### config.mk
export PLATFORM = sky130hd
export DESIGN_NAME = fifo_wr_arbiter
export DESIGN_NICKNAME = d
export VERILOG_FILES = /design/src/rtl/fifo_arb_pkg.sv /design/src/rtl/rr_pick.sv /design/src/rtl/fifo_wr_arbiter.sv
export SDC_FILE = /design/constraint.sdc
export NUM_CORES = 1
export LEC_CHECK = 0
export ABC_AREA = 1
export CORE_MARGIN = 10
export CORE_UTILIZATION = 38
export CTS_CLUSTER_SIZE = 28
export DETAILED_ROUTE_END_ITERATION = 6
export PLACE_DENSITY = 0.78
export SYNTH_ARGS = -nofsm -noshare
export SYNTH_HDL_FRONTEND = slang
export SYNTH_SLANG_ARGS = --single-unit
### constraint.sdc
create_clock -name clk -period 1.6 [get_ports clk]
set_input_delay 0.32 -clock clk [delete_from_list [all_inputs] [get_ports clk]]
set_output_delay 0.32 -clock clk [all_outputs]
set_load 0.03 [all_outputs]
### src/rtl/fifo_arb_pkg.sv
// Shared types and width helpers for the FIFO write-port arbiter.
package fifo_arb_pkg;

  typedef enum logic {
    StIdle  = 1'b0,
    StGrant = 1'b1
  } arb_state_e;

  function automatic int unsigned id_width(int unsigned num_req);
    return (num_req > 1) ? $clog2(num_req) : 1;
  endfunction

  function automatic int unsigned cnt_width(int unsigned max_burst);
    return $clog2(max_burst + 1);
  endfunction

endpackage

### src/rtl/rr_pick.sv
// Combinational round-robin picker: first set request scanning upward from last_owner+1 with wrap.
module rr_pick #(
  parameter int unsigned NumReq = 4,
  parameter int unsigned IdW    = 2
) (
  input  logic [NumReq-1:0] req,
  input  logic [IdW-1:0]    last_owner,
  output logic              found,
  output logic [IdW-1:0]    index
);

  logic [IdW-1:0] cand;

  always_comb begin
    found = 1'b0;
    index = '0;
    cand  = '0;
    for (int unsigned k = 1; k <= NumReq; k++) begin
      cand = IdW'((32'(last_owner) + k) % NumReq);
      if (!found && req[cand]) begin
        found = 1'b1;
        index = cand;
      end
    end
  end

endmodule

### src/rtl/fifo_wr_arbiter.sv
// Round-robin, burst-locking arbiter for the write port of an async FIFO.
// Optional owner-idle grant revocation is enabled by defining FIFO_ARB_TIMEOUT_EN.
module fifo_wr_arbiter
  import fifo_arb_pkg::*;
#(
  parameter int unsigned NUM_REQ      = 4,
  parameter int unsigned DATA_WIDTH   = 8,
  parameter int unsigned MAX_BURST    = 4,
  parameter int unsigned IDLE_TIMEOUT = 16
) (
  input  logic                          clk,
  input  logic                          rst,
  input  logic [NUM_REQ-1:0]            req_valid,
  input  logic [NUM_REQ*DATA_WIDTH-1:0] req_data,
  input  logic [NUM_REQ-1:0]            req_last,
  output logic [NUM_REQ-1:0]            req_ready,
  output logic                          fifo_wen,
  output logic [DATA_WIDTH-1:0]         fifo_wdata,
  input  logic                          fifo_wfull,
  output logic [$clog2(NUM_REQ)-1:0]    grant_id,
  output logic                          busy
);

  localparam int unsigned ID_W  = id_width(NUM_REQ);
  localparam int unsigned CNT_W = cnt_width(MAX_BURST);
  localparam logic [CNT_W-1:0] LastBeat = CNT_W'(MAX_BURST - 1);

  arb_state_e      state_q, state_d;
  logic [ID_W-1:0] owner_q, owner_d;
  logic [ID_W-1:0] last_owner_q, last_owner_d;
  logic [CNT_W-1:0] beat_cnt_q, beat_cnt_d;

  logic            pick_found;
  logic [ID_W-1:0] pick_idx;
  logic            accept;
  logic            timeout;

  logic [DATA_WIDTH-1:0] data_arr [NUM_REQ];

  for (genvar g = 0; g < NUM_REQ; g++) begin : g_unpack
    assign data_arr[g] = req_data[g*DATA_WIDTH +: DATA_WIDTH];
  end

  rr_pick #(
    .NumReq (NUM_REQ),
    .IdW    (ID_W)
  ) u_rr_pick (
    .req        (req_valid),
    .last_owner (last_owner_q),
    .found      (pick_found),
    .index      (pick_idx)
  );

  assign accept = (state_q == StGrant) && req_valid[owner_q] && !fifo_wfull;

`ifdef FIFO_ARB_TIMEOUT_EN
  localparam int unsigned IDLE_W = $clog2(IDLE_TIMEOUT + 1);
  logic [IDLE_W-1:0] idle_cnt_q, idle_cnt_d;

  // Only cycles where the owner could have sent but did not count as idle.
  always_comb begin
    idle_cnt_d = idle_cnt_q;
    if (state_q != StGrant || accept) begin
      idle_cnt_d = '0;
    end else if (!req_valid[owner_q] && !fifo_wfull) begin
      idle_cnt_d = idle_cnt_q + IDLE_W'(1);
    end
  end

  assign timeout = (state_q == StGrant) && (idle_cnt_d == IDLE_W'(IDLE_TIMEOUT));

  always_ff @(posedge clk) begin
    if (rst) idle_cnt_q <= '0;
    else     idle_cnt_q <= idle_cnt_d;
  end
`else
  logic unused_idle_timeout;
  assign unused_idle_timeout = ^IDLE_TIMEOUT;
  assign timeout = 1'b0;
`endif

  always_ff @(posedge clk) begin
    if (rst) begin
      state_q      <= StIdle;
      owner_q      <= '0;
      last_owner_q <= ID_W'(NUM_REQ - 1);
      beat_cnt_q   <= '0;
    end else begin
      state_q      <= state_d;
      owner_q      <= owner_d;
      last_owner_q <= last_owner_d;
      beat_cnt_q   <= beat_cnt_d;
    end
  end

  always_comb begin
    state_d      = state_q;
    owner_d      = owner_q;
    last_owner_d = last_owner_q;
    beat_cnt_d   = beat_cnt_q;
    unique case (state_q)
      StIdle: begin
        if (pick_found) begin
          owner_d    = pick_idx;
          beat_cnt_d = '0;
          state_d    = StGrant;
        end
      end
      StGrant: begin
        if (accept) beat_cnt_d = beat_cnt_q + CNT_W'(1);
        if ((accept && (req_last[owner_q] || beat_cnt_q == LastBeat)) || timeout) begin
          state_d      = StIdle;
          last_owner_d = owner_q;
        end
      end
      default: state_d = StIdle;
    endcase
  end

  // Zero-latency write path: ready/wen/data follow registered owner and the live inputs.
  always_comb begin
    req_ready  = '0;
    fifo_wen   = 1'b0;
    fifo_wdata = '0;
    if (state_q == StGrant) begin
      req_ready[owner_q] = !fifo_wfull;
      fifo_wen           = accept;
      if (accept) fifo_wdata = data_arr[owner_q];
    end
  end

  assign busy     = (state_q == StGrant);
  assign grant_id = owner_q;

endmodule
==> impl_metrics.tcl, run 1 <==
set metrics [dict create \
    layout.nets 283 \
    die_h_um 72.1 \
    post_dp_cell_area_mm2 0.00185 \
    p_leak_nw 0.922 \
    hold_class "flop to flop" \
    drc 0 \
    cts_buffers 3 \
    track_usage 0.159 \
    gr-total-overflow 0 \
    cts.root.buffer_cell "clkbuf_4" \
    vias 1388 \
    synth_compound_area_frac 0.229 \
    cts_tree "built" \
    path_cells "nor2_4 > inv_2 > o22ai_4 > o21ai_4 > clkbuf_16 > a31oi_4 > buf_6" \
    synth_common_cells "46 x nand2_1, 14 x nand2_2, 12 x inv_1" \
    synth.cell_area_mm2 0.00103 \
    synth-seq-area-share 0.155 \
    drive_gt1_frac 0.426 \
    crit_arrival_ps 1540 \
    first_pass_iters 4 \
    dp_hpwl_mm 3.35 \
    finalHoldViolations 0 \
    wl_mm 4.34 \
    period_share 1.16 \
    rsz0062_at_grt "true" \
    peakVddDrop_uv 639 \
    wl_per_cell_um 16.3 \
    critPathKind "flop to primary output" \
    ios 59 \
    cp_top_family "buffers and inverters" \
    tightest_slew_ps 327 \
    dieWidth_um 72.1 \
    n_antenna_cell 0 \
    clk_pin_slew_ps 60 \
    synthAdderAreaFrac 0.0243 \
    core_area_mm2 0.00252 \
    post-synth-top-area-fraction 0.167 \
    end_kind "primary output" \
    cp-start-kind "flop" \
    relSlewSlack 0.782 \
    synth-edff-count 0 \
    cp_data_required_time_ps 1280 \
    ys_top_cells_by_area "nand2_1 17%, dfxtp_1 16%, nand2_2 8.5%" \
    ys_seq_elements 8 \
    routed_via_density 5.20 \
    start_util 0.409 \
    max_clock_freq_ghz 0.538 \
    grt_pass1_vias 1551 \
    ant_nets 0 \
    yosysWarnings 0 \
    dieArea_mm2 0.00520 \
    synthMuxAreaShare 0 \
    setup_ws_ps -260 \
    clock_path_buffers 2 \
    fp-row-count 18 \
    insertion_delay_ps 260 \
    final_area_mm2 0.00208 \
    cap_viol_max_count 0 \
    setup_violations 14 \
    ys.flop_type "dfxtp_1" \
    p_per_area_mw_per_mm2 612 \
    gp_congestion 0.872 \
    cp.buffers_inverters 3 \
    netlist-cell-type-count 29 \
    synth-simple-area-share 0.482 \
    crit_slowest_cell "dfxtp_4" \
    io_buffers 58 \
    crit_path_max_fanout 5 \
    final.min_clock_period_ps 1860 \
    grt_max_degree 10 \
    worst_path_largest_cell_delay_ps 380 \
    antenna_found_initial 0 \
    area_delta_synth_final_pct 102 \
    slew_viol_final 0 \
    synth.most_common_cell "nand2_1" \
    avgSynthCellArea_um2 6.57 \
    holdBufCountCts 0 \
    cts.sinks 8 \
    status "finished with violations" \
    syn-num-nets 202 \
    synth_top_area_cell "nand2_1" \
    ctsHtreeMaxLevel 1 \
    violations "negative setup slack" \
    synth_top_family_by_area "simple AND/OR/NAND/NOR gates" \
    skew_ps 7.54 \
    async_reset_ff_frac 0 \
    grt_first_pass_wirelength_mm 6.95 \
    synthCells 157 \
    synth_xor_area_frac 0 \
    hold_ws_ps 478 \
    drt-initial-drc-count 73 \
]
per-stage QoR:
step	power (mW)	instances	TNS (ps)	utilization	setup WS, ps
2_1_floorplan	0.702	157	-118	-	-14.8
3_3_place_gp	0.962	255	-5220	0.732	-361
3_5_place_dp	0.980	255	-5780	0.732	-393
4_1_cts	1.23	264	-3150	0.797	-284
5_1_grt	1.34	267	-3840	0.826	-311
6_report	1.28	267	-2980	0.826	-260
power breakdown:
group | leakage (nW) | switching [mW] | internal [mW]
Combinational | 0.840 | 0.466 | 0.384
Sequential | 0.0669 | 0.0357 | 0.220
Clock | 0.0150 | 0.0738 | 0.0957
cell type report:
cell class                      instances  area, um2
Fill cell                             146        439
Tap cell                               30       37.5
Inverter                               20       91.3
Timing Repair Buffer                   79        802
Clock buffer                            4       26.3
Sequential cell                         8        169
Multi-Input combinational cell        126        957
cell families (layout without fill, tap and decap cells):
| family | count (synthesis) | after routing |
|---|---|---|
| DFF | 8 | 8 |
| and+or+nand+nor | 92 | 92 |
| AOI/OAI and AO/OA | 32 | 32 |
| buffers and inverters | 23 | 103 |
| adders and majority gates | 2 | 2 |
final timing paths:
check / endpoint / slack, ps / start / cells past startpoint
setup / recovery: fifo_wdata[4] / -260 / grant_id[0] / 7
hold / removal: busy / 480 / busy / 2
setup reg to reg: beat_cnt_q[2] / -70 / grant_id[0] / 9
hold reg to reg: busy / 480 / busy / 2
flip-flops by register name (all words and copies together), names as in the netlist:
register / cells
last_owner_q: 2
busy: 1
beat_cnt_q: 3
grant_id: 2
metal layers:
| layer | GRT usage | part of all wire |
|---|---|---|
| met2 | 0.283 | 0.50 |
| met3 | 0.0939 | 0.13 |
| met5 | 0 | 0 |
| met1 | 0.150 | 0.35 |
| met4 | 0.0516 | 0.020 |
worst min-delay path, cell delays in order, from the launching register on:
cell	delay (ps)
dfxtp_2	330
nand2_2	70
a21oi_2	50
what timing repair did:
| action | 4_1_cts | 5_1_grt |
|---|---|---|
| gates cloned | 1 | 0 |
| buffers inserted | 5 | 3 |
| pin swaps | 6 | 8 |
| setup endpoints to repair | 16 | 20 |
| gates resized for setup | 30 | 17 |
cell usage in the layout, fill, tap and decap left out, types with 2 or more instances in the layout:
cell / netlist / layout
buf_12: 0 / 2
dlymetal6s2s_1: 0 / 2
dfxtp_4: 0 / 2
a22oi_2: 0 / 3
clkdlybuf4s50_1: 0 / 37
o211ai_1: 2 / 2
nor2_2: 1 / 2
a21oi_2: 3 / 4
dfxtp_1: 8 / 5
nand3_2: 2 / 2
a22oi_1: 8 / 5
o21ai_2: 3 / 2
buf_4: 1 / 16
buf_6: 2 / 15
nor2_8: 2 / 2
nand2_2: 14 / 13
inv_1: 12 / 8
ha_1: 2 / 2
clkbuf_4: 0 / 3
a31oi_4: 0 / 8
nand2_1: 46 / 44
dlygate4sd2_1: 0 / 6
nor2_4: 1 / 3
nand4_1: 3 / 3
nand3_1: 6 / 6
inv_2: 6 / 7
o22ai_4: 0 / 2
nor2_1: 11 / 8
nand2_4: 4 / 7
inv_4: 0 / 2
(Power assumes the default switching activity.)
==> run 2, diff against run 1 <==
ABC_AREA = 0   (was 1)
CORE_UTILIZATION = 33   (was 38)
PLACE_DENSITY = 0.77   (was 0.78)
==> run 2 against run 1 <==
Compared with the run above:
- the flow still finishes with violations (negative setup slack)
- critical path depth shrank 3
- cell count shrank 26%
- hold slack gained 3.3 ps
- area after synthesis shrank 24%
- combinational power shrank 2%
- non-clock buffer count grew 2
- clock skew grew 10 ps
- sequential share of layout area grew 1.1 points
==> impl_metrics.tcl, run 2 <==
set metrics [dict create \
    core_area_mm2 0.00223 \
    grt_first_pass_wirelength_mm 5.55 \
    routed_via_density 5.47 \
    max_clock_freq_ghz 0.522 \
    dieWidth_um 68.6 \
    status "finished with violations" \
    p_per_area_mw_per_mm2 687 \
    drc 0 \
    synth_top_area_cell "mux4_2" \
    layout.nets 215 \
    track_usage 0.154 \
    insertion_delay_ps 270 \
    vias 1078 \
    cap_viol_max_count 0 \
    crit_path_max_fanout 5 \
    fin_tns_setup_ps -3990 \
    largest_reg_flops 3 \
    ios 59 \
    final.min_clock_period_ps 1920 \
    relSlewSlack 0.760 \
    cts.root.buffer_cell "clkbuf_4" \
    holdBufCountCts 0 \
    layout_commonest_cell "clkdlybuf4s50_1" \
    hold_class "flop to flop" \
    skew_ps 17.9 \
    slew_viol_final 0 \
    gp_congestion 0.787 \
    cts_tree "built" \
    cp_data_required_time_ps 1280 \
    cts_buffers 3 \
    antenna_found_initial 0 \
    end_kind "primary output" \
    dp_worst_setup_slack_ps -478 \
    syn-num-nets 134 \
    tightest_slew_ps 357 \
    largest-register "beat_cnt_q" \
    critPathKind "flop to primary output" \
    final_util 0.824 \
    drive_gt1_frac 0.456 \
    die_h_um 68.6 \
    synth-seq-area-share 0.205 \
    fillers 132 \
    clk_pin_slew_ps 70 \
    rsz0062_at_grt "true" \
    async_reset_ff_frac 0 \
    setup_ws_ps -318 \
    violations "negative setup slack" \
    synth-edff-count 0 \
    synthCells 89 \
    finalHoldViolations 0 \
    first_pass_iters 4 \
    avgSynthCellArea_um2 8.77 \
    hold_ws_ps 481 \
    period_share 1.20 \
    cts.sinks 8 \
    ys_seq_elements 8 \
    n_antenna_cell 0 \
    yosysWarnings 0 \
    wl_mm 4.16 \
    fp-row-count 17 \
    post-synth-top-area-fraction 0.231 \
    synth.most_common_cell "nor2_1" \
    power_mw 1.26 \
    p_leak_nw 0.772 \
    start_util 0.350 \
    ys.flop_type "dfxtp_1" \
    gr-total-overflow 0 \
    wl_per_cell_um 21.1 \
    ctsHtreeMaxLevel 1 \
    crit_arrival_ps 1600 \
    grt_max_degree 15 \
    clock_path_buffers 2 \
    drt-initial-drc-count 35 \
    ys_top_cells_by_area "mux4_2 23%, dfxtp_1 21%, nor2b_1 8.0%" \
    netlist-cell-type-count 31 \
    grt_pass1_vias 1095 \
    io_buffers 58 \
    setup_violations 19 \
    synth_common_cells "11 x nor2_1, 10 x nor2b_1, 8 x dfxtp_1, 8 x mux4_2, 5 x inv_1" \
    dp_hpwl_mm 2.74 \
    peakVddDrop_uv 510 \
    ant_nets 0 \
    area_delta_synth_final_pct 136 \
    cp-start-kind "flop" \
    layout_common_cells "37 x clkdlybuf4s50_1, 21 x buf_6, 14 x buf_4, 8 x mux4_2, 8 x nor2b_4" \
    dieArea_mm2 0.00471 \
    synth.cell_area_um2 781 \
]
run 2: cell types whose count changed after synthesis, sizes merged, moves of 5 or more:
cell   previous run  this run
nand2            64         2
a22oi             8         0
inv              19         6
nand3             9         4
a31oi             9         0
nor2b             0        10
mux4              0         8
run 2: kinds of logic after synthesis:
group                    count (synthesis)  share of synthesized area
AND/OR/NAND/NOR                         38                      0.264
multiplexers                            12                      0.282
flip-flops                               8                      0.205
adder cells (fa/ha/maj)                  2                     0.0320
buffers and inverters                   12                     0.0609
AO/OA/AOI/OAI                           17                      0.155
run 2: path summary, 6_finish.rpt:
path                            slack, ps          start         endpoint  cells after the start
worst max-delay path                 -320           busy    fifo_wdata[7]                      4
worst max register to register       -180           busy  last_owner_q[0]                      5
worst min-delay path                  480  beat_cnt_q[2]    beat_cnt_q[2]                      2
worst min register to register        480  beat_cnt_q[2]    beat_cnt_q[2]                      2
run 2: final cells by class:
type / count / area [um2] / area share
tap: 28 / 35.0 / 0.0190
inverter: 6 / 22.5 / 0.0122
clock buffer: 4 / 26.3 / 0.0143
timing repair buffer: 81 / 830 / 0.451
sequential: 8 / 169 / 0.0918
multi-input combinational: 70 / 758 / 0.412
run 2: power by group:
| group | switching [mW] | internal, mW |
|---|---|---|
| registers | 0.0254 | 0.225 |
| clock network | 0.0811 | 0.0958 |
| logic | 0.360 | 0.478 |
run 2: worst max-delay path, stage by stage, from the launching register on:
cell     delay [ps]
dfxtp_4         350
or3b_4          410
o22a_4          280
nor2b_4         140
buf_6           140
run 2: layer usage:
layer | share of wire | wire length [um] | track usage | up-vias
met1 | 0.36 | 1480 | 0.177 | 513
met5 | 0 | 0 | 0 | -
met4 | 0.0065 | 27 | 0.0302 | 0
met3 | 0.13 | 532 | 0.0370 | 4
met2 | 0.51 | 2120 | 0.283 | 65
li1 | - | - | - | 496
run 2: per-stage QoR:
stage               std cells  instance area (um2)
global route              197                 1840
floorplan                  89                  882
detailed placement        184                 1530
finish                    197                 1840
global placement          184                 1530
CTS                       192                 1700
run 2: repair_timing:
item / CTS / global route
endpoints found under the setup margin: 21 / 21
buffers inserted: 4 / 5
pin swaps: 7 / 11
gates cloned: 1 / 1
resized for setup: 29 / 28
endpoints found under the hold margin: 0 / 0
